File: src/rtl/wasm_instr_loader_if.sv
// Byte-stream handshake plus instruction BRAM write port for the WASM program loader.
// slave = the loader's view, master = the upstream source / BRAM side.
interface wasm_instr_loader_if #(
   parameter int unsigned ADDR_W = 10
);
   logic              i_byte_valid;
   logic [7:0]        i_byte_data;
   logic              o_byte_ready;
   logic              o_bram_we;
   logic [ADDR_W-1:0] o_bram_addr;
   logic [7:0]        o_bram_wdata;

   modport slave (
      input  i_byte_valid,
      input  i_byte_data,
      output o_byte_ready,
      output o_bram_we,
      output o_bram_addr,
      output o_bram_wdata
   );

   modport master (
      output i_byte_valid,
      output i_byte_data,
      input  o_byte_ready,
      input  o_bram_we,
      input  o_bram_addr,
      input  o_bram_wdata
   );
endinterface

File: src/rtl/wasm_instr_loader.sv
// Loads a length-prefixed byte frame into instruction BRAM and releases the WASM core reset.
// Optional trailing XOR checksum byte is enabled by defining WASM_LOADER_CHECKSUM_EN.
module wasm_instr_loader #(
   parameter int unsigned ADDR_W = 10
) (
   input  logic                 i_clk,
   input  logic                 i_rst_n,
   input  logic                 i_start,
   wasm_instr_loader_if.slave   bus,
   output logic                 o_load_done,
   output logic                 o_load_error,
   output logic                 o_cpu_rst_n
);

   localparam logic [2:0] IDLE   = 3'd0;
   localparam logic [2:0] LEN_LO = 3'd1;
   localparam logic [2:0] LEN_HI = 3'd2;
   localparam logic [2:0] DATA   = 3'd3;
`ifdef WASM_LOADER_CHECKSUM_EN
   localparam logic [2:0] CSUM   = 3'd4;
`endif
   localparam logic [2:0] DONE   = 3'd5;
   localparam logic [2:0] ERR    = 3'd6;

   localparam logic [31:0] DEPTH = 32'd1 << ADDR_W;

   logic [2:0]        state_q, state_d;
   logic [15:0]       len_q, len_d;
   logic [ADDR_W:0]   cnt_q, cnt_d;
   logic              bram_we_q, bram_we_d;
   logic [ADDR_W-1:0] bram_addr_q, bram_addr_d;
   logic [7:0]        bram_wdata_q, bram_wdata_d;
`ifdef WASM_LOADER_CHECKSUM_EN
   logic [7:0]        csum_q, csum_d;
`endif

   logic        loading;
   logic        accept;
   logic [15:0] len_full;
   logic        last_byte;

   always_comb begin
      loading = (state_q == LEN_LO) || (state_q == LEN_HI) || (state_q == DATA);
`ifdef WASM_LOADER_CHECKSUM_EN
      loading = loading || (state_q == CSUM);
`endif
   end

   assign accept    = loading && bus.i_byte_valid;
   assign len_full  = {bus.i_byte_data, len_q[7:0]};
   // Counter is one bit wider than the address so N = 2^ADDR_W terminates without wrapping.
   assign last_byte = ((32'(cnt_q) + 32'd1) == 32'(len_q));

   always_comb begin
      state_d      = state_q;
      len_d        = len_q;
      cnt_d        = cnt_q;
      bram_we_d    = 1'b0;
      bram_addr_d  = bram_addr_q;
      bram_wdata_d = bram_wdata_q;
`ifdef WASM_LOADER_CHECKSUM_EN
      csum_d       = csum_q;
`endif
      case (state_q)
         IDLE, DONE, ERR: begin
            if (i_start) begin
               state_d = LEN_LO;
               len_d   = '0;
               cnt_d   = '0;
`ifdef WASM_LOADER_CHECKSUM_EN
               csum_d  = '0;
`endif
            end
         end
         LEN_LO: begin
            if (accept) begin
               len_d[7:0] = bus.i_byte_data;
               state_d    = LEN_HI;
            end
         end
         LEN_HI: begin
            if (accept) begin
               len_d[15:8] = bus.i_byte_data;
               if ((len_full == 16'd0) || (32'(len_full) > DEPTH)) begin
                  state_d = ERR;
               end else begin
                  state_d = DATA;
               end
            end
         end
         DATA: begin
            if (accept) begin
               bram_we_d    = 1'b1;
               bram_addr_d  = cnt_q[ADDR_W-1:0];
               bram_wdata_d = bus.i_byte_data;
               cnt_d        = cnt_q + 1'b1;
`ifdef WASM_LOADER_CHECKSUM_EN
               csum_d       = csum_q ^ bus.i_byte_data;
               if (last_byte) state_d = CSUM;
`else
               if (last_byte) state_d = DONE;
`endif
            end
         end
`ifdef WASM_LOADER_CHECKSUM_EN
         CSUM: begin
            if (accept) begin
               state_d = (bus.i_byte_data == csum_q) ? DONE : ERR;
            end
         end
`endif
         default: state_d = IDLE;
      endcase
   end

   always_ff @(posedge i_clk or negedge i_rst_n) begin
      if (!i_rst_n) begin
         state_q      <= IDLE;
         len_q        <= '0;
         cnt_q        <= '0;
         bram_we_q    <= 1'b0;
         bram_addr_q  <= '0;
         bram_wdata_q <= '0;
`ifdef WASM_LOADER_CHECKSUM_EN
         csum_q       <= '0;
`endif
      end else begin
         state_q      <= state_d;
         len_q        <= len_d;
         cnt_q        <= cnt_d;
         bram_we_q    <= bram_we_d;
         bram_addr_q  <= bram_addr_d;
         bram_wdata_q <= bram_wdata_d;
`ifdef WASM_LOADER_CHECKSUM_EN
         csum_q       <= csum_d;
`endif
      end
   end

   assign bus.o_byte_ready = loading;
   assign bus.o_bram_we    = bram_we_q;
   assign bus.o_bram_addr  = bram_addr_q;
   assign bus.o_bram_wdata = bram_wdata_q;
   assign o_load_done      = (state_q == DONE);
   assign o_load_error     = (state_q == ERR);
   assign o_cpu_rst_n      = (state_q == DONE);

endmodule

File: src/flat_wrapper.sv
// flat-port wrapper written by rule: the top's interface ports become plain ports
module wasm_instr_loader_flat 
#(
   parameter int unsigned ADDR_W = 10
)
  (i_clk, i_rst_n, i_start, o_load_done, o_load_error, o_cpu_rst_n, bus_i_byte_valid, bus_i_byte_data, bus_o_byte_ready, bus_o_bram_we, bus_o_bram_addr, bus_o_bram_wdata);
  wasm_instr_loader_if #(.ADDR_W(ADDR_W)) bus_i ();
  input  logic i_clk;
  input  logic i_rst_n;
  input  logic i_start;
  output logic o_load_done;
  output logic o_load_error;
  output logic o_cpu_rst_n;
  input wire logic [$bits(bus_i.i_byte_valid)-1:0] bus_i_byte_valid;
  input wire logic [$bits(bus_i.i_byte_data)-1:0] bus_i_byte_data;
  output wire logic [$bits(bus_i.o_byte_ready)-1:0] bus_o_byte_ready;
  output wire logic [$bits(bus_i.o_bram_we)-1:0] bus_o_bram_we;
  output wire logic [$bits(bus_i.o_bram_addr)-1:0] bus_o_bram_addr;
  output wire logic [$bits(bus_i.o_bram_wdata)-1:0] bus_o_bram_wdata;
  assign bus_i.i_byte_valid = bus_i_byte_valid;
  assign bus_i.i_byte_data = bus_i_byte_data;
  assign bus_o_byte_ready = bus_i.o_byte_ready;
  assign bus_o_bram_we = bus_i.o_bram_we;
  assign bus_o_bram_addr = bus_i.o_bram_addr;
  assign bus_o_bram_wdata = bus_i.o_bram_wdata;
  wasm_instr_loader #(.ADDR_W(ADDR_W)) u_core (.i_clk(i_clk), .i_rst_n(i_rst_n), .i_start(i_start), .bus(bus_i), .o_load_done(o_load_done), .o_load_error(o_load_error), .o_cpu_rst_n(o_cpu_rst_n));
endmodule
File: config.mk
export PLATFORM = sky130hd
export DESIGN_NAME = wasm_instr_loader_flat
export DESIGN_NICKNAME = d
export VERILOG_FILES = /design/src/rtl/wasm_instr_loader_if.sv /design/src/rtl/wasm_instr_loader.sv /design/src/flat_wrapper.sv
export SDC_FILE = /design/constraint.sdc
export NUM_CORES = 1
export LEC_CHECK = 0
export CORE_ASPECT_RATIO = 0.6
export CORE_MARGIN = 8
export CORE_UTILIZATION = 54
export DETAILED_ROUTE_END_ITERATION = 6
export HOLD_SLACK_MARGIN = 0.02
export PLACE_DENSITY_LB_ADDON = 0.25
export SLEW_MARGIN = 30
export SYNTH_ARGS = -nofsm -noshare
export SYNTH_HDL_FRONTEND = slang
export SYNTH_SLANG_ARGS = --single-unit
File: constraint.sdc
create_clock -name i_clk -period 2.43 [get_ports i_clk]
set_clock_uncertainty 0.05 [all_clocks]
set_input_delay 0.6075 -clock i_clk [delete_from_list [all_inputs] [get_ports i_clk]]
set_output_delay 0.6075 -clock i_clk [all_outputs]
set_load 0.005 [all_outputs]
==> flow_results.xml, run 1 <==
<?xml version="1.0" encoding="UTF-8"?>
<metrics>
  <group name="timing">
    <metric name="tightest_slew" unit="ns">0.6121</metric>
    <metric name="report.final.slew_viol_count" unit="">0</metric>
    <metric name="final-hold-violation-count" unit="">0</metric>
    <metric name="totalNegativeSetupSlack" unit="ns">0</metric>
    <metric name="min_period" unit="ns">2.275</metric>
    <metric name="setup_viol" unit="">0</metric>
    <metric name="finalWorstSetupSlack" unit="ns">0.1552</metric>
    <metric name="tightest_slew_margin_relative_to_the_limit" unit="%">59.19</metric>
    <metric name="grt_setup_unrepaired" unit="">no</metric>
    <metric name="min_period_over_period" unit="%">93.61</metric>
    <metric name="max_clock_freq" unit="GHz">0.4396</metric>
  </group>
  <group name="logic_synthesis">
    <metric name="synthesis.area_per_instance" unit="um2">8.653</metric>
    <metric name="postSynth.asyncResetShare" unit="%">100.0</metric>
    <metric name="netlist-cell-type-count" unit="">48</metric>
    <metric name="netlist_area" unit="um2">2561</metric>
    <metric name="synth_warnings" unit="">0</metric>
    <metric name="synth_seq_area_share" unit="%">47.87</metric>
    <metric name="synth_cells" unit="">296</metric>
    <metric name="synth_seq_cells" unit="">49</metric>
    <metric name="number_of_flops_mapped_to_enable_cells_by_yosys" unit="">0</metric>
    <metric name="net_count_after_synthesis" unit="">309</metric>
    <metric name="synth_top_flop_cell" unit="">dfrtp_1</metric>
  </group>
  <group name="pwr">
    <metric name="worst_ir_drop_vdd" unit="mV">0.6976</metric>
    <metric name="power_density" unit="nW/um2">1063</metric>
    <metric name="leakage" unit="nW">1.421</metric>
    <metric name="post-layout-total-power" unit="mW">3.342</metric>
  </group>
  <group name="floorplan">
    <metric name="chipHeight" unit="um">69.35</metric>
    <metric name="start_util" unit="%">56.11</metric>
    <metric name="placement_rows" unit="">19</metric>
    <metric name="io-pin-count" unit="">35</metric>
    <metric name="die-width" unit="um">104.9</metric>
    <metric name="core_area" unit="um2">4564</metric>
    <metric name="die_area" unit="um2">7275</metric>
  </group>
  <group name="cts">
    <metric name="post_cts_buffers" unit="">0</metric>
    <metric name="clock_tree.buffer_depth" unit="">2</metric>
    <metric name="cts.clk_slew.worst_paths" unit="ns">0.09</metric>
    <metric name="tritoncts" unit="">yes</metric>
    <metric name="postCtsResizedCells" unit="">0</metric>
    <metric name="clock-sinks" unit="">49</metric>
    <metric name="post_cts_hold_buffer_count" unit="">0</metric>
    <metric name="cts_max_level" unit="">2</metric>
    <metric name="clkLatencyLatePin" unit="ns">0.31</metric>
    <metric name="ctsRootBufferMaster" unit="">clkbuf_8</metric>
    <metric name="number_of_buffers_inserted_during_clock_tree_synthesis" unit="">5</metric>
  </group>
  <group name="cells_and_area">
    <metric name="area_delta_synth_final" unit="%">22.77</metric>
    <metric name="postLayoutCellArea" unit="um2">3144</metric>
    <metric name="utilization" unit="%">68.89</metric>
    <metric name="drive_gt1_share" unit="%">9.281</metric>
    <metric name="finish.net_count" unit="">346</metric>
    <metric name="num_antenna_cells" unit="">0</metric>
  </group>
  <group name="drt">
    <metric name="totalWireLength" unit="um">6199</metric>
    <metric name="route.detailed.wl_per_inst" unit="um">15.61</metric>
    <metric name="drtPass1Iterations" unit="">5</metric>
    <metric name="ant_nets" unit="">0</metric>
    <metric name="dr_total_vias" unit="">2256</metric>
    <metric name="number_of_drc_markers_after_the_initial_detailed_route_iteration" unit="">197</metric>
    <metric name="drc" unit="">0</metric>
    <metric name="routed_via_density" unit="">5.683</metric>
  </group>
  <group name="worst_setup_path">
    <metric name="worstSetupPathType" unit="">reg2out</metric>
    <metric name="worst-endpoint-arrival" unit="ns">1.62</metric>
    <metric name="reg2reg_depth" unit="">7</metric>
    <metric name="required_time_reported_for_the_critical_path_endpoint" unit="ns">1.77</metric>
    <metric name="cp_max_fo" unit="">10</metric>
    <metric name="register_to_register_path_setup_slack" unit="ns">0.22</metric>
    <metric name="critical_path.startpoint_type" unit="">flip-flop</metric>
    <metric name="worst_setup_path_end_kind" unit="">output pin</metric>
    <metric name="regToRegEndpoint" unit="">u_core.state_q[1]$_DFFE_PN0P_</metric>
    <metric name="worst_r2r_startpoint" unit="">u_core.cnt_q[0]$_DFFE_PN0P_</metric>
  </group>
  <group name="placed_design">
    <metric name="port-buffer-count" unit="">34</metric>
    <metric name="placed_cell_area" unit="um2">3010</metric>
    <metric name="dp_hpwl" unit="um">4389</metric>
    <metric name="gp_routability_congestion" unit="">0.8493</metric>
    <metric name="pre_cts_ws" unit="ns">0.05790</metric>
  </group>
  <group name="global_routing">
    <metric name="grt.total_usage" unit="%">17.63</metric>
    <metric name="grt_max_degree" unit="">50</metric>
    <metric name="grt_antenna_before_repair" unit="">0</metric>
    <metric name="grt_overflow_total" unit="">0</metric>
    <metric name="grt_first_pass_wirelength" unit="um">10490</metric>
    <metric name="vias_in_the_first_global_route" unit="">2100</metric>
  </group>
  <group name="run">
    <metric name="drv_cap" unit="">0</metric>
  </group>
  <group name="outcome">
    <metric name="outcome" unit="">complete, no violations</metric>
  </group>
  <group name="hold_path">
    <metric name="hold_path_class" unit="">in2async</metric>
  </group>
</metrics>
per-layer routing:
layer	track usage [%]	part of all wire (%)	wire (um)
met5	0	0	0
met4	3.302	0.55	34
met3	5.659	8.2	507
met2	24.76	41	2548
met1	25.68	50	3108
cell type report:
| class | instances | area (um2) |
|---|---|---|
| inverters | 5 | 18.77 |
| clock buffers | 5 | 68.82 |
| well taps | 63 | 78.83 |
| clock inverters | 3 | 65.06 |
| fillers | 389 | 1420 |
| flip-flops and latches | 49 | 1226 |
| repair buffers | 49 | 460.4 |
| multi-input cells | 223 | 1226 |
flip-flops by register name, summed over array words and instances, names as in the netlist:
| register | flops |
|---|---|
| u_core.state_q | 3 |
| u_core.cnt_q | 11 |
| u_core.len_q | 16 |
| u_core.bus.o_bram_addr | 10 |
| u_core.bus.o_bram_wdata | 8 |
| u_core.bus.o_bram_we | 1 |
critical path, stage by stage (launching register included):
cell	delay, ns
dfrtp_1	0.49
o21ba_2	0.32
clkdlybuf4s50_1	0.51
through the flow:
stage | cells | hold slack, ns
2_1_floorplan | 296 | 0.2619
4_1_cts | 397 | 0.3543
5_1_grt | 397 | 0.3735
3_5_place_dp | 389 | 0.4119
6_report | 397 | 0.3279
3_3_place_gp | 389 | 0.4080
synth_stat cells (2+ instances only):
| library cell | n | share of area [%] |
|---|---|---|
| and2_1 | 2 | 0.49 |
| xor2_1 | 4 | 1.4 |
| buf_2 | 9 | 1.8 |
| a21oi_1 | 10 | 2.0 |
| o41ai_1 | 4 | 1.4 |
| nand3_1 | 4 | 0.78 |
| a31oi_1 | 3 | 0.73 |
| and3_1 | 3 | 0.73 |
| nor2_1 | 11 | 1.6 |
| and3b_1 | 3 | 1.0 |
| inv_1 | 5 | 0.73 |
| nor4_1 | 6 | 1.5 |
| nand2b_1 | 3 | 0.73 |
| nor2b_1 | 4 | 0.98 |
| dfrtp_1 | 49 | 48 |
| o21ai_0 | 33 | 6.4 |
| buf_4 | 2 | 0.59 |
| xnor2_1 | 6 | 2.1 |
| clkbuf_1 | 8 | 1.2 |
| nand2_1 | 90 | 13 |
| o22ai_1 | 2 | 0.49 |
| a211oi_1 | 4 | 1.2 |
| nor3b_1 | 2 | 0.59 |
| nand4_1 | 2 | 0.49 |
| nor3_1 | 3 | 0.59 |
| o31ai_1 | 2 | 0.59 |
where the power goes:
group          switching [mW]  total [mW]  internal, mW
logic                   0.740        1.41         0.666
registers               0.215        1.25          1.04
clock network           0.275       0.684         0.409
total                    1.23        3.34          2.11
how the worst max path moves through the flow:
stage / startpoint / depth (start not counted) / slack, ns / endpoint
floorplan: u_core.cnt_q[4]$_DFFE_PN0P_ / 6 / 0.60 / u_core.state_q[1]$_DFFE_PN0P_
global placement: bus_i_byte_data[0] / 6 / 0.14 / u_core.state_q[2]$_DFFE_PN0P_
detailed placement: bus_i_byte_data[0] / 6 / 0.06 / u_core.state_q[2]$_DFFE_PN0P_
CTS: u_core.state_q[2]$_DFFE_PN0P_ / 2 / 0.15 / bus_o_byte_ready
global route: u_core.cnt_q[0]$_DFFE_PN0P_ / 7 / 0.04 / u_core.state_q[1]$_DFFE_PN0P_
finish: u_core.state_q[2]$_DFFE_PN0P_ / 2 / 0.16 / bus_o_byte_ready
kinds of logic after synthesis:
kind of cell	synth area share, %
adders and majority gates	0.4884
DFF	47.88
AOI/OAI and AO/OA	17.00
muxes	0.3908
buffers and inverters	4.250
and+or+nand+nor	25.65
xor gates and xnor gates	4.348
cell usage in the layout, fill, tap and decap left out, types with 3 or more instances in the layout:
master,count
clkdlybuf4s50_1,33
nand2b_1,3
nor3_1,3
and3_1,3
inv_1,5
dfrtp_1,49
buf_4,14
a31oi_1,3
nor2_1,11
and3b_1,3
nand2_1,90
a21oi_1,10
clkbuf_8,5
nor2b_1,4
o21ai_0,33
o41ai_1,4
nand3_1,4
xor2_1,4
a211oi_1,4
nor4_1,6
xnor2_1,6
Note: power is estimated with default switching activity, not from simulation.
==> inputs of run 2 (changes only) <==
--- a/config.mk
+++ b/config.mk
@@ -10,7 +10,7 @@
 export CORE_UTILIZATION = 54
 export DETAILED_ROUTE_END_ITERATION = 6
 export HOLD_SLACK_MARGIN = 0.02
-export PLACE_DENSITY_LB_ADDON = 0.25
+export PLACE_DENSITY = 0.76
 export SLEW_MARGIN = 30
 export SYNTH_ARGS = -nofsm -noshare
 export SYNTH_HDL_FRONTEND = slang
==> constraint.sdc (replaced) <==
create_clock -name i_clk -period 2.43 [get_ports i_clk]
set_clock_uncertainty 0.05 [all_clocks]
set_input_delay 0.6075 -clock i_clk [delete_from_list [all_inputs] [get_ports i_clk]]
set_output_delay 0.6075 -clock i_clk [all_outputs]
set_load 0.01 [all_outputs]
==> flow_results.xml, run 2 (same netlist as run 1, synthesis figures left out) <==
<?xml version="1.0" encoding="UTF-8"?>
<metrics>
  <group name="pwr">
    <metric name="sequentialPowerShare" unit="%">38.9</metric>
    <metric name="p_int" unit="mW">2.031</metric>
    <metric name="fraction_of_power_consumed_by_combinational_cells" unit="%">42.6</metric>
    <metric name="power.share.switching" unit="%">38.39</metric>
    <metric name="power_density" unit="nW/um2">1053</metric>
    <metric name="pwr-share-clk" unit="%">18.5</metric>
    <metric name="worst_ir_drop_vdd" unit="mV">0.6833</metric>
    <metric name="leakage" unit="nW">1.412</metric>
    <metric name="switching_power" unit="mW">1.266</metric>
  </group>
  <group name="timing">
    <metric name="report.final.slew_viol_count" unit="">0</metric>
    <metric name="tightest_slew_margin_relative_to_the_limit" unit="%">63.12</metric>
    <metric name="max_clock_freq" unit="GHz">0.4297</metric>
    <metric name="min_period_over_period" unit="%">95.77</metric>
    <metric name="tightest_slew" unit="ns">0.5532</metric>
    <metric name="grt_setup_unrepaired" unit="">no</metric>
    <metric name="setup_viol" unit="">0</metric>
    <metric name="final-hold-violation-count" unit="">0</metric>
    <metric name="finalWorstSetupSlack" unit="ns">0.1029</metric>
    <metric name="totalNegativeSetupSlack" unit="ns">0</metric>
    <metric name="min_period" unit="ns">2.327</metric>
  </group>
  <group name="global_routing">
    <metric name="grt_overflow_total" unit="">0</metric>
    <metric name="vias_in_the_first_global_route" unit="">2211</metric>
    <metric name="grt_first_pass_wirelength" unit="um">10870</metric>
    <metric name="grt_max_degree" unit="">30</metric>
    <metric name="grt_antenna_before_repair" unit="">0</metric>
    <metric name="grt.total_usage" unit="%">18.03</metric>
  </group>
  <group name="cts">
    <metric name="tritoncts" unit="">yes</metric>
    <metric name="number_of_buffers_inserted_during_clock_tree_synthesis" unit="">5</metric>
    <metric name="clock-sinks" unit="">49</metric>
    <metric name="ctsRootBufferMaster" unit="">clkbuf_8</metric>
    <metric name="clkLatencyLatePin" unit="ns">0.31</metric>
    <metric name="postCtsResizedCells" unit="">0</metric>
    <metric name="post_cts_buffers" unit="">0</metric>
    <metric name="cts.clk_slew.worst_paths" unit="ns">0.09</metric>
    <metric name="cts_max_level" unit="">2</metric>
    <metric name="clock_tree.buffer_depth" unit="">2</metric>
    <metric name="post_cts_hold_buffer_count" unit="">0</metric>
  </group>
  <group name="cells_and_area">
    <metric name="registers.top_by_ff_count" unit="">u_core.len_q</metric>
    <metric name="postLayoutCellArea" unit="um2">3132</metric>
    <metric name="drive_gt1_share" unit="%">8.709</metric>
    <metric name="final_common_cell" unit="">nand2_1</metric>
    <metric name="num_antenna_cells" unit="">0</metric>
    <metric name="fill_cells" unit="">382</metric>
    <metric name="finish.net_count" unit="">345</metric>
    <metric name="utilization" unit="%">68.61</metric>
    <metric name="layout.cells.most_common_list" unit="">90 x nand2_1, 49 x dfrtp_1, 33 x o21ai_0, 33 x clkdlybuf4s50_1, 12 x buf_4</metric>
    <metric name="area_delta_synth_final" unit="%">22.28</metric>
    <metric name="largest_register_ffs" unit="">16</metric>
  </group>
  <group name="worst_setup_path">
    <metric name="worst_setup_path_end_kind" unit="">output pin</metric>
    <metric name="worstSetupPathType" unit="">reg2out</metric>
    <metric name="cp_max_fo" unit="">12</metric>
    <metric name="critical_path.startpoint_type" unit="">flip-flop</metric>
    <metric name="worst_r2r_startpoint" unit="">u_core.cnt_q[0]$_DFFE_PN0P_</metric>
    <metric name="worst-endpoint-arrival" unit="ns">1.67</metric>
    <metric name="regToRegEndpoint" unit="">u_core.state_q[2]$_DFFE_PN0P_</metric>
    <metric name="required_time_reported_for_the_critical_path_endpoint" unit="ns">1.77</metric>
    <metric name="register_to_register_path_setup_slack" unit="ns">0.33</metric>
    <metric name="reg2reg_depth" unit="">7</metric>
  </group>
  <group name="placed_design">
    <metric name="port-buffer-count" unit="">34</metric>
    <metric name="pre_cts_ws" unit="ns">0.06379</metric>
    <metric name="dp_hpwl" unit="um">4510</metric>
    <metric name="placed_cell_area" unit="um2">3015</metric>
    <metric name="gp_routability_congestion" unit="">0.8979</metric>
  </group>
  <group name="drt">
    <metric name="dr_total_vias" unit="">2249</metric>
    <metric name="routed_via_density" unit="">5.679</metric>
    <metric name="route.detailed.wl_per_inst" unit="um">15.75</metric>
    <metric name="ant_nets" unit="">0</metric>
    <metric name="totalWireLength" unit="um">6238</metric>
    <metric name="drtPass1Iterations" unit="">4</metric>
    <metric name="number_of_drc_markers_after_the_initial_detailed_route_iteration" unit="">163</metric>
    <metric name="drc" unit="">0</metric>
  </group>
  <group name="outcome">
    <metric name="outcome" unit="">complete, no violations</metric>
  </group>
  <group name="floorplan">
    <metric name="io-pin-count" unit="">35</metric>
    <metric name="die_area" unit="um2">7275</metric>
    <metric name="die-width" unit="um">104.9</metric>
    <metric name="chipHeight" unit="um">69.35</metric>
    <metric name="start_util" unit="%">56.11</metric>
    <metric name="core_area" unit="um2">4564</metric>
    <metric name="placement_rows" unit="">19</metric>
  </group>
  <group name="run">
    <metric name="drv_cap" unit="">0</metric>
  </group>
  <group name="hold_path">
    <metric name="hold_path_class" unit="">in2async</metric>
  </group>
</metrics>
-- run 2: metal layers --
metal	share of wire [%]	routed length (um)	global-route usage, %	vias to the layer above
met5	0	0	0	-
met4	0.91	57	5.503	0
met3	6.5	406	4.360	7
met2	43	2695	25.94	70
met1	49	3079	25.87	1078
li1	-	-	-	1094
-- run 2: power by group through the flow --
stage | sequential [mW] | clock, mW | combinational (mW)
6_report | 1.28 | 0.610 | 1.41
5_1_grt | 1.31 | 0.658 | 1.56
4_1_cts | 1.28 | 0.617 | 1.40
3_5_place_dp | 1.29 | 0 | 1.40
3_3_place_gp | 1.28 | 0 | 1.36
2_1_floorplan | 1.23 | 0 | 0.871
-- run 2: area by class of cell --
cell class                 instances  area, um2  area share (%)
inverter                           5      18.77          0.5993
tap                               63      78.83           2.517
clock inverter                     1      30.03          0.9589
sequential                        49       1226           39.15
timing repair buffer              48      465.4           14.86
multi-input combinational        223       1226           39.15
clock buffer                       7      86.33           2.757
-- run 2: worst max-delay path by stage --
stage | startpoint | to | cells after the start
2_1_floorplan | u_core.cnt_q[4]$_DFFE_PN0P_ | u_core.state_q[1]$_DFFE_PN0P_ | 6
3_3_place_gp | bus_i_byte_data[1] | u_core.state_q[2]$_DFFE_PN0P_ | 6
3_5_place_dp | bus_i_byte_data[1] | u_core.state_q[2]$_DFFE_PN0P_ | 6
4_1_cts | u_core.state_q[0]$_DFFE_PN0P_ | o_cpu_rst_n | 2
5_1_grt | u_core.state_q[0]$_DFFE_PN0P_ | o_cpu_rst_n | 2
6_report | u_core.state_q[0]$_DFFE_PN0P_ | o_cpu_rst_n | 2
-- run 2: critical path, stage by stage, from the launching register on --
cell and delay, ns:
dfrtp_1 0.58, and3b_1 0.24, clkdlybuf4s50_1 0.55
-- run 2: per-stage QoR --
| step | hold WS, ns | total power [mW] | cells |
|---|---|---|---|
| 5_1_grt | 0.2638 | 3.532 | 396 |
| 4_1_cts | 0.2473 | 3.298 | 396 |
| 3_5_place_dp | 0.4116 | 2.688 | 388 |
| 6_report | 0.2270 | 3.297 | 396 |
| 2_1_floorplan | 0.2619 | 2.098 | 296 |
| 3_3_place_gp | 0.4095 | 2.639 | 388 |
